==> src/rtl/sequence_timing_controller.sv <==
// Sequence counter, one-hot timing generator, IR field decode latch and run-state control.
// Optional single-step support is enabled by defining SINGLE_STEP_EN.
module sequence_timing_controller #(
    parameter int CNT_W  = 16,
    parameter int SC_MAX = 7
) (
    input  logic             clk,
    input  logic             rst_n,
    input  logic             start,
    input  logic             halt_req,
    input  logic             clr_sc,
`ifdef SINGLE_STEP_EN
    input  logic             step_mode,
    input  logic             step,
`endif
    input  logic [7:0]       ir,
    output logic [7:0]       T,
    output logic [7:0]       D,
    output logic             I,
    output logic [7:0]       B,
    output logic             running,
    output logic             instr_done,
    output logic [CNT_W-1:0] instr_count,
    output logic             timeout_err
);

`ifdef SINGLE_STEP_EN
    typedef enum logic [1:0] {IDLE, RUN, STEP_WAIT} state_t;
`else
    typedef enum logic [1:0] {IDLE, RUN} state_t;
`endif

    localparam logic [2:0]       SC_LAST  = 3'(SC_MAX);
    localparam logic [CNT_W-1:0] CNT_ONE  = {{(CNT_W-1){1'b0}}, 1'b1};

    state_t           state_q, state_d;
    logic [2:0]       sc_q, sc_d;
    logic             halt_pending_q, halt_pending_d;
    logic             running_q, running_d;
    logic             instr_done_q, instr_done_d;
    logic [CNT_W-1:0] instr_count_q, instr_count_d;
    logic             timeout_q, timeout_d;
    logic [7:0]       d_q, d_d;
    logic             i_q, i_d;
    logic [3:0]       b_q, b_d;

    always_ff @(posedge clk) begin
        if (!rst_n) begin
            state_q        <= IDLE;
            sc_q           <= 3'd0;
            halt_pending_q <= 1'b0;
            running_q      <= 1'b0;
            instr_done_q   <= 1'b0;
            instr_count_q  <= '0;
            timeout_q      <= 1'b0;
            d_q            <= 8'h00;
            i_q            <= 1'b0;
            b_q            <= 4'h0;
        end else begin
            state_q        <= state_d;
            sc_q           <= sc_d;
            halt_pending_q <= halt_pending_d;
            running_q      <= running_d;
            instr_done_q   <= instr_done_d;
            instr_count_q  <= instr_count_d;
            timeout_q      <= timeout_d;
            d_q            <= d_d;
            i_q            <= i_d;
            b_q            <= b_d;
        end
    end

    always_comb begin
        state_d        = state_q;
        sc_d           = sc_q;
        halt_pending_d = halt_pending_q;
        instr_done_d   = 1'b0;
        instr_count_d  = instr_count_q;
        timeout_d      = timeout_q;
        d_d            = d_q;
        i_d            = i_q;
        b_d            = b_q;

        // Instruction fields are captured on the T2 edge even if clr_sc also arrives then.
        if (state_q == RUN && sc_q == 3'd2) begin
            d_d = 8'h01 << ir[6:4];
            i_d = ir[7];
            b_d = ir[3:0];
        end

        case (state_q)
            IDLE: begin
                if (start) begin
                    state_d        = RUN;
                    sc_d           = 3'd0;
                    timeout_d      = 1'b0;
                    halt_pending_d = halt_req;
                end
            end
            RUN: begin
                if (clr_sc) begin
                    sc_d          = 3'd0;
                    instr_done_d  = 1'b1;
                    instr_count_d = instr_count_q + CNT_ONE;
                    if (halt_pending_q || halt_req) begin
                        state_d        = IDLE;
                        halt_pending_d = 1'b0;
`ifdef SINGLE_STEP_EN
                    end else if (step_mode) begin
                        state_d = STEP_WAIT;
`endif
                    end
                end else begin
                    if (halt_req)
                        halt_pending_d = 1'b1;
                    if (sc_q == SC_LAST) begin
                        sc_d      = 3'd0;
                        timeout_d = 1'b1;
                    end else begin
                        sc_d = sc_q + 3'd1;
                    end
                end
            end
`ifdef SINGLE_STEP_EN
            STEP_WAIT: begin
                if (halt_req) begin
                    state_d        = IDLE;
                    halt_pending_d = 1'b0;
                end else if (step) begin
                    state_d = RUN;
                    sc_d    = 3'd0;
                end
            end
`endif
            default: state_d = IDLE;
        endcase

        running_d = (state_d != IDLE);
    end

    assign T           = (state_q == RUN) ? (8'h01 << sc_q) : 8'h00;
    assign D           = d_q;
    assign I           = i_q;
    assign B           = {4'h0, b_q};
    assign running     = running_q;
    assign instr_done  = instr_done_q;
    assign instr_count = instr_count_q;
    assign timeout_err = timeout_q;

endmodule
==> config.mk <==
export PLATFORM = sky130hd
export DESIGN_NAME = sequence_timing_controller
export DESIGN_NICKNAME = d
export VERILOG_FILES = /design/src/rtl/sequence_timing_controller.sv
export SDC_FILE = /design/constraint.sdc
export NUM_CORES = 1
export LEC_CHECK = 0
export CORE_MARGIN = 1.5
export CORE_UTILIZATION = 41
export DETAILED_ROUTE_END_ITERATION = 10
export PLACE_DENSITY = 0.73
export SETUP_SLACK_MARGIN = 0.05
export SLEW_MARGIN = 20
export SYNTH_ARGS = -nofsm -noshare
export SYNTH_HDL_FRONTEND = slang
export SYNTH_SLANG_ARGS = --single-unit
==> constraint.sdc <==
create_clock -name clk -period 3.6 [get_ports clk]
set_input_delay 0.72 -clock clk [delete_from_list [all_inputs] [get_ports clk]]
set_output_delay 0.72 -clock clk [all_outputs]
set_load 0.03 [all_outputs]
; Word-level counts from Yosys, hierarchy flattened
; Index checks and enable logic that the tools add are counted.
[word_totals]
register_bits = 38
input_bits = 13
wordCells = 51
[op_classes]
addsub = 2
n_eq_ne = 8
n_shift = 2
n_mux = 19
n_reduce_logical = 10
[op_table]
columns = cell, count
row1 = $add 16x1->16 const B, 1
row2 = $shl 1x3->8 const A, 2
row3 = $mux 3, 3
row4 = $mux 1, 8
row5 = $mux 8, 1
row6 = $reduce_and 4->1, 2
row7 = $mux 2, 3
row8 = $pmux 3 s2, 1
row9 = $reduce_and 2->1, 3
row10 = $ne 2x2->1 const B, 2
row11 = $pmux 1 s2, 2
row12 = $pmux 2 s2, 1
row13 = $reduce_bool 2->1, 2
row14 = $add 3x1->3 const B, 1
row15 = $eq 3x2->1 const B, 1
row16 = $eq 3x3->1 const B, 1
row17 = $ne 3x2->1 const B, 1
row18 = $ne 3x3->1 const B, 1
row19 = $eq 2x1->1 const B, 1
row20 = $logic_not 2->1, 1
row21 = $ne 2x1->1 const B, 1
row22 = $logic_and 1x1->1, 1
row23 = $logic_or 1x1->1, 1

; Longest topological paths before layout
; Gate-level depths: netlist (run 1).
[logic_depth]
depth_word = 5
depth_mapped = 7
depth_no_buf = 6

; Worst setup path before layout (run 1)
; No wires, ideal clock.
[synth_timing]
kind = reg2out
start = reg state_q[0]
end = out T[0]
arrival_ns = 1.181
required_ns = 2.880
path_slack_ns = 1.699
path_stages_with_launch = 4
cell_sequence = dfxtp_1 -> nor2b_4 -> clkbuf_1 -> and3_1
[synth_via]
elab_chain_len = 2
[synth_rtl]
columns = item, line_no
row1 = start: declaration, 36  ; state_t state_q, state_d;
row2 = start signal: assignment, 60  ; state_q <= state_d;
row3 = $eq 2x1->1, 141  ; assign T = (state_q == RUN) ? (8'h01 << sc_q) : 8'h00;
row4 = $mux 8, 141
row5 = end: declaration, 17  ; output logic [7:0] T,
; No other way between the ends.

; Final worst setup path (run 1)
[layout_timing]
start = reg state_q[0]
end = out T[2]
; The elaborated chain is that of the path after synthesis.

==> out/results.ini, run 1 <==
[critical_path]
r2r_slack_ps = 1790
cpPeakStageDelay_ps = 730
critical_path.max_fanout = 16
cpMaxStageDelayCell = clkdlybuf4s50_1
startpoint_type = flip-flop
cp.required_ps = 2880
critPathArrivalTime_ps = 2420
crit_type = reg -> out
crit_chain = nor2b_4, nand3_2, inv_1, clkdlybuf4s50_1
endpoint_kind = output pin

[clock_tree]
cts_resized = 0
cts_buffer_depth = 2
clock_latency_ps = 290
cts_tree = yes
cts_sinks = 38
cts_max_level = 2
cts_buffers = 5
cts_hold_buf = 0
clockRootBuffer = clkbuf_8
postCtsSetupBuffers = 0
cts.clk_slew.worst_paths_ps = 70

[layout]
drive_gt1_frac = 0.04724
nets = 273
syn_to_final_growth_pct = 36.94
finalInstanceArea_sq_um = 2361
final_common_cell = clkdlybuf4s50_1
final_cell_mix = clkdlybuf4s50_1, dfxtp_1, nand2_1
diodes = 0

[sta]
rsz0062_at_grt = false
hold_viol = 0
post-route-min-period_ps = 3142
post-route-period-util = 0.8728
fin_hold_ws_ps = 455.9
finalSetupTns_ps = 0
finalClockSkew_ps = 7.134
maxSlewViolCount = 0
fmax_mhz = 318.3
slew_headroom = 0.6020
setup_viol = 0
tightest_slew_ps = 591.5

[synthesis]
ys_ff_latch = 38
synth_ff_type = dfxtp_1
synth_edf_count = 0
ys_types = 37
async_flop_share = 0
synth-seq-area-share = 0.4412
syn-cell-area_sq_um = 1724
syn_area_per_cell_sq_um = 8.621
ys_warn_count = 0
netlist_instances = 200

[floorplan]
start_util = 0.4280
die_width_um = 67.85
die-area_sq_um = 4603
core_area_sq_um = 4029
rows = 23
chipHeight_um = 67.85
pin_count = 57

[global_routing]
gr-total-overflow = 0
grt_pass1_wl_mm = 6.023
grt_usage = 0.1722
antenna_found_initial = 0
grt_pass1_vias = 1322
grt_max_degree = 36

[drt]
antenna_left = 0
routed_wl_mm = 3.653
drt_pass1_iterations = 4
routedWlPerCell_um = 12.02
drc = 0
drt_iter0_markers = 82
vias = 1541
vias_per_cell = 5.069

[job]
max_cap_viol_count = 0

[worst_hold_path]
holdCritPathClass = reg -> reg

[power]
leakagePower_nw = 0.8708
powerDensity_nw_per_um2 = 329.1
ir_worst_vdd_v = 0.0002461

[placement]
place_area_sq_um = 2270
place.gp.congestion = 0.7444
dpl.hpwl_mm = 2.582
place.port_buffers = 52

[run_status]
status = finished clean

[cells by family (layout without fill, tap and decap cells)]
family | Yosys count | in the layout | share of synthesized area
other | 1 | 5 | 0.002175
DFF | 38 | 38 | 0.4412
adders and majority gates | 7 | 7 | 0.05080
buffers and inverters | 19 | 69 | 0.05225
and+or+nand+nor | 92 | 92 | 0.2917
xor gates and xnor gates | 9 | 9 | 0.04572
AOI/OAI and AO/OA | 31 | 31 | 0.09869
muxes | 3 | 3 | 0.01742
[power breakdown]
part / switching [mW] / internal, mW / leakage, nW / total (mW)
combinational: 0.0283 / 0.0211 / 0.516 / 0.0494
clock: 0.147 / 0.154 / 0.0482 / 0.301
sequential: 0.00312 / 0.423 / 0.307 / 0.426
total: 0.178 / 0.599 / 0.871 / 0.777
[metrics by stage]
step,utilization,setup WS [ps],power [mW],cells
finish,0.5860,458.0,0.7769,304
global route,0.5860,249.0,0.8108,304
CTS,0.5860,443.4,0.7870,304
detailed placement,0.5634,755.5,0.4855,296
global placement,0.5634,806.2,0.4851,296
floorplan,-,1699,0.4657,204
[worst paths after layout]
check	startpoint	to	cells past startpoint
worst min-delay path	b_q[3]$_SDFFE_PN0P_	b_q[3]$_SDFFE_PN0P_	2
worst max-delay path	state_q[0]$_SDFF_PN0_	T[2]	4
worst max register to register	state_q[0]$_SDFF_PN0_	D[2]$_SDFFE_PN0P_	4
worst min register to register	b_q[3]$_SDFFE_PN0P_	b_q[3]$_SDFFE_PN0P_	2
[flip-flops by register name, indices dropped and copies added, names as in the netlist]
register and cells:
sc_q 3, D 8, instr_done 1, I 1, halt_pending_q 1, timeout_err 1
instr_count 16, b_q 4, state_q 2, running 1
[cells in the mapped netlist, types with 2 or more instances]
library cell,count,area [sq um]
a21oi_1,22,110.1
nand3_1,9,45.04
nor3_1,6,30.03
and3_1,7,43.79
ha_1,7,87.58
and2_1,2,12.51
nand4b_1,4,35.03
nand4_1,3,18.77
nand2b_1,2,12.51
nor4_1,3,18.77
buf_2,3,15.01
dfxtp_1,38,760.7
or3_1,2,12.51
nand2_1,26,97.59
or4_1,2,15.01
or4b_1,2,20.02
a22oi_1,2,15.01
nor2_1,17,63.81
o21ai_0,3,15.01
mux2i_1,3,30.03
inv_1,7,26.28
o31ai_1,2,15.01
clkbuf_1,4,15.01
xor2_1,3,26.28
buf_4,4,30.03
xnor2_1,6,52.55
[final cells by class]
cell class,instances,area [sq um]
inverters,8,30.03
well taps,50,62.56
fillers,373,1668
multi-input cells,147,888.4
repair buffers,53,528.0
clock inverters,1,5.005
clock buffers,7,86.33
flip-flops and latches,38,760.7
[routing by layer]
metal | GRT usage | wire length, um | vias up
met1 | 0.2200 | 1646 | 704
met4 | 0.06000 | 64 | 0
met5 | 0 | 0 | -
met2 | 0.2733 | 1719 | 44
li1 | - | - | 787
met3 | 0.05592 | 223 | 6
[critical path: cells and delay by family (launching register included)]
kind	cells	cell delay, ps
flip-flops	1	450
AND/OR/NAND/NOR	2	600
buffers and inverters	2	1080
Power figures use the tool's default switching activity.
==> inputs of run 2 (changes only) <==
--- a/config.mk
+++ b/config.mk
@@ -8,7 +8,7 @@
 export CORE_MARGIN = 1.5
 export CORE_UTILIZATION = 41
 export DETAILED_ROUTE_END_ITERATION = 10
-export PLACE_DENSITY = 0.73
+export PLACE_DENSITY_LB_ADDON = 0.15
 export SETUP_SLACK_MARGIN = 0.05
 export SLEW_MARGIN = 20
 export SYNTH_ARGS = -nofsm -noshare
==> out/results.ini, run 2 (synthesis results as in run 1) <==
[run_status]
status = finished clean

[drt]
routedWlPerCell_um = 11.83
vias_per_cell = 5.010
drt_pass1_iterations = 4
drc = 0
routed_wl_mm = 3.597
vias = 1523
drt_iter0_markers = 83
antenna_left = 0

[sta]
finalClockSkew_ps = 3.584
post-route-min-period_ps = 2882
maxSlewViolCount = 0
finalSetupTns_ps = 0
rsz0062_at_grt = false
post-route-period-util = 0.8007
fmax_mhz = 346.9
hold_viol = 0
slew_headroom = 0.5945
tightest_slew_ps = 602.8
setup_viol = 0
fin_hold_ws_ps = 453.7

[clock_tree]
cts_resized = 0
cts_buffers = 5
cts_buffer_depth = 2
cts_hold_buf = 0
cts_tree = yes
postCtsSetupBuffers = 0
clockRootBuffer = clkbuf_8
cts_max_level = 2
cts_sinks = 38
clock_latency_ps = 280
cts.clk_slew.worst_paths_ps = 70

[layout]
syn_to_final_growth_pct = 36.65
diodes = 0
largest_reg_flops = 16
final_cell_mix = clkdlybuf4s50_1, dfxtp_1, nand2_1
nets = 274
drive_gt1_frac = 0.05118
nFillCells = 393
final_common_cell = clkdlybuf4s50_1

[job]
max_cap_viol_count = 0

[placement]
place.port_buffers = 52
dpl.hpwl_mm = 2.612
place.gp.congestion = 0.7390

[power]
ir_worst_vdd_v = 0.0002522
leakagePower_nw = 0.8705
powerDensity_nw_per_um2 = 315.8

[critical_path]
critical_path.max_fanout = 12
crit_family = buffers and inverters
endpoint_kind = output pin
cp.required_ps = 2880
worst_r2r_startpoint = state_q[0]$_SDFF_PN0_
startpoint_type = flip-flop
crit_type = reg -> out
crit_chain = nor2b_4, nand3_2, inv_1, clkdlybuf4s50_1
startpoint = state_q[0]$_SDFF_PN0_
r2r_slack_ps = 1810
crit_buf_inv = 2
critPathArrivalTime_ps = 2160
cpMaxStageDelayCell = clkdlybuf4s50_1
cpPeakStageDelay_ps = 730

[global_routing]
grt_usage = 0.1720
grt_pass1_wl_mm = 6.051
antenna_found_initial = 0
grt_max_degree = 36
grt_busiest_layer = met2
gr-total-overflow = 0
gr-usage-met1 = 0.2074
use_met2 = 0.2929
grt_pass1_vias = 1443
grtUsageMet3 = 0.05921

[floorplan]
start_util = 0.4280
pin_count = 57
die_width_um = 67.85
core_area_sq_um = 4029
chipHeight_um = 67.85
die-area_sq_um = 4603
rows = 23

[worst_hold_path]
hp-start = D[3]$_SDFFE_PN0P_
holdCritPathClass = reg -> reg

run 2: through the flow:
step | area (sq um) | power [mW] | util | setup slack (ps) | instances
3_5_place_dp | 2277 | 0.4857 | 0.5652 | 1002 | 297
4_1_cts | 2356 | 0.7557 | 0.5848 | 705.1 | 304
3_3_place_gp | 2277 | 0.4857 | 0.5652 | 1039 | 297
2_1_floorplan | 1739 | 0.4657 | - | 1699 | 204
5_1_grt | 2356 | 0.7880 | 0.5848 | 530.9 | 304
6_report | 2356 | 0.7440 | 0.5848 | 717.7 | 304
run 2: path summary, 6_finish.rpt:
path,end,cells after the start
worst min-delay path,D[3]$_SDFFE_PN0P_,2
worst max register to register,D[2]$_SDFFE_PN0P_,5
worst min register to register,D[3]$_SDFFE_PN0P_,2
worst max-delay path,T[2],4
run 2: area by class of cell:
| type | instances | area, sq um | share of cell area |
|---|---|---|---|
| multi-input combinational | 147 | 888.4 | 0.3771 |
| sequential | 38 | 760.7 | 0.3229 |
| timing repair buffer | 54 | 535.5 | 0.2273 |
| clock buffer | 5 | 68.82 | 0.02921 |
| tap | 50 | 62.56 | 0.02655 |
| inverter | 8 | 30.03 | 0.01275 |
| clock inverter | 2 | 10.01 | 0.004249 |
run 2: metal layers:
layer | vias to the layer above | part of all wire
met5 | - | 0
met2 | 39 | 0.48
met1 | 697 | 0.45
li1 | 783 | -
met4 | 0 | 0.011
met3 | 4 | 0.059
run 2: worst min-delay path, cell delays in order, from the launching register on:
cell and delay (ps):
dfxtp_1 310, nand2_1 50, a21oi_1 50
run 2: where the power goes:
part	switching, mW	total (mW)	internal (mW)
clock	0.138	0.268	0.130
combinational	0.0284	0.0495	0.0211
sequential	0.00318	0.427	0.423
==> inputs of run 3 (changes only) <==
==> constraint.sdc (replaced) <==
create_clock -name clk -period 2.7 [get_ports clk]
set_input_delay 0.54 -clock clk [delete_from_list [all_inputs] [get_ports clk]]
set_output_delay 0.54 -clock clk [all_outputs]
set_load 0.03 [all_outputs]
==> out/results.ini, run 3 (synthesis results as in run 1) <==
[sta]
maxSlewViolCount = 0
setup_viol = 0
slew_headroom = 0.6246
fmax_mhz = 404.6
finalClockSkew_ps = 3.579
post-route-min-period_ps = 2471
hold_viol = 0
tightest_slew_ps = 557.9
finalSetupTns_ps = 0
fin_hold_ws_ps = 448.9
rsz0062_at_grt = false
post-route-period-util = 0.9154

[drt]
vias = 1545
routed_wl_mm = 3.788
wl_met1_mm = 1.766
wl_met3_um = 215
antenna_left = 0
drt_pass1_iterations = 4
drc = 0
routedWlPerCell_um = 12.34
top_layer_used = met4
route.met2.wl_mm = 1.748
drt_iter0_markers = 79
vias_per_cell = 5.033

[floorplan]
chipHeight_um = 67.85
rows = 23
die-area_sq_um = 4603
die_width_um = 67.85
start_util = 0.4280
pin_count = 57
core_area_sq_um = 4029

[critical_path]
startpoint = state_q[0]$_SDFF_PN0_
r2r_slack_ps = 940
worst_r2r_startpoint = state_q[0]$_SDFF_PN0_
crit_type = reg -> out
critical_path.max_fanout = 12
crit_family = buffers and inverters
endpoint_kind = output pin
cpMaxStageDelayCell = clkdlybuf4s50_1
cpPeakStageDelay_ps = 670
cp.required_ps = 2160
r2r-end = D[1]$_SDFFE_PN0P_
rr_worst_depth = 5
startpoint_type = flip-flop
crit_buf_inv = 1
crit_chain = nor2b_4, and3_1, clkdlybuf4s50_1
critPathArrivalTime_ps = 1930

[clock_tree]
cts_tree = yes
cts.clk_slew.worst_paths_ps = 70
cts_hold_buf = 0
cts_max_level = 2
cts_sinks = 38
clock_latency_ps = 290
cts_buffer_depth = 2
cts_buffers = 5
clockRootBuffer = clkbuf_8
postCtsSetupBuffers = 0
cts_resized = 0

[layout]
diodes = 0
nets = 276
seq_area_sq_um = 760.7
multi_input_area_sq_um = 888.4
largest_reg_flops = 16
syn_to_final_growth_pct = 38.24
nFillCells = 391
final_common_cell = clkdlybuf4s50_1
final_cell_mix = clkdlybuf4s50_1, dfxtp_1, nand2_1
drive_gt1_frac = 0.05837
finalInstanceArea_sq_um = 2384

[power]
ir_worst_vdd_v = 0.0003258
leakagePower_nw = 0.8852
powerDensity_nw_per_um2 = 435.9

[placement]
place.gp.congestion = 0.7200
place.port_buffers = 52
place_area_sq_um = 2292
dpl.hpwl_mm = 2.701

[global_routing]
gr-total-overflow = 0
grt_max_degree = 24
antenna_found_initial = 0
grt_pass1_vias = 1419
grt_pass1_wl_mm = 6.134
grt_usage = 0.1749

[worst_hold_path]
holdCritPathClass = reg -> reg
hp-start = D[2]$_SDFFE_PN0P_
hold_depth = 2
worstHoldEndpoint = D[2]$_SDFFE_PN0P_

[job]
max_cap_viol_count = 0

[run_status]
status = finished clean

==> run 3: report_power, final <==
group / internal (mW) / switching (mW) / total, mW
Clock: 0.206 / 0.197 / 0.403
Sequential: 0.564 / 0.00449 / 0.569
Combinational: 0.0291 / 0.0384 / 0.0675
==> run 3: worst max path at each step <==
| stage | cells after the start | end | slack, ps |
|---|---|---|---|
| floorplan | 3 | T[0] | 980 |
| global placement | 5 | instr_count[15]$_SDFFE_PN0P_ | 500 |
| detailed placement | 5 | instr_count[13]$_SDFFE_PN0P_ | 460 |
| CTS | 3 | T[0] | 220 |
| global route | 4 | T[2] | 120 |
| finish | 3 | T[0] | 230 |
==> run 3: per-stage QoR <==
stage / util / total power, mW / setup slack [ps] / cells
after floorplan: - / 0.6209 / 979.2 / 204
after global placement: 0.5689 / 0.6484 / 496.4 / 299
after detailed placement: 0.5689 / 0.6491 / 461.4 / 299
after CTS: 0.5916 / 1.050 / 224.0 / 307
after global routing: 0.5916 / 1.083 / 124.1 / 307
final: 0.5916 / 1.039 / 228.6 / 307
==> run 3: area by class of cell <==
type / instances / area share
multi-input combinational: 147 / 0.3727
sequential: 38 / 0.3192
timing repair buffer: 56 / 0.2310
clock buffer: 7 / 0.03622
tap: 50 / 0.02625
inverter: 8 / 0.01260
clock inverter: 1 / 0.002100
==> run 3: per-layer routing <==
layer,GRT usage,vias up
met5,0,-
met4,0.07500,0
met3,0.04441,5
met2,0.3015,38
met1,0.2053,711
li1,-,791
==> run 3: worst min-delay path, stage by stage (launching register included) <==
cell and delay (ps):
dfxtp_1 310, nand2_1 50, a21oi_1 50
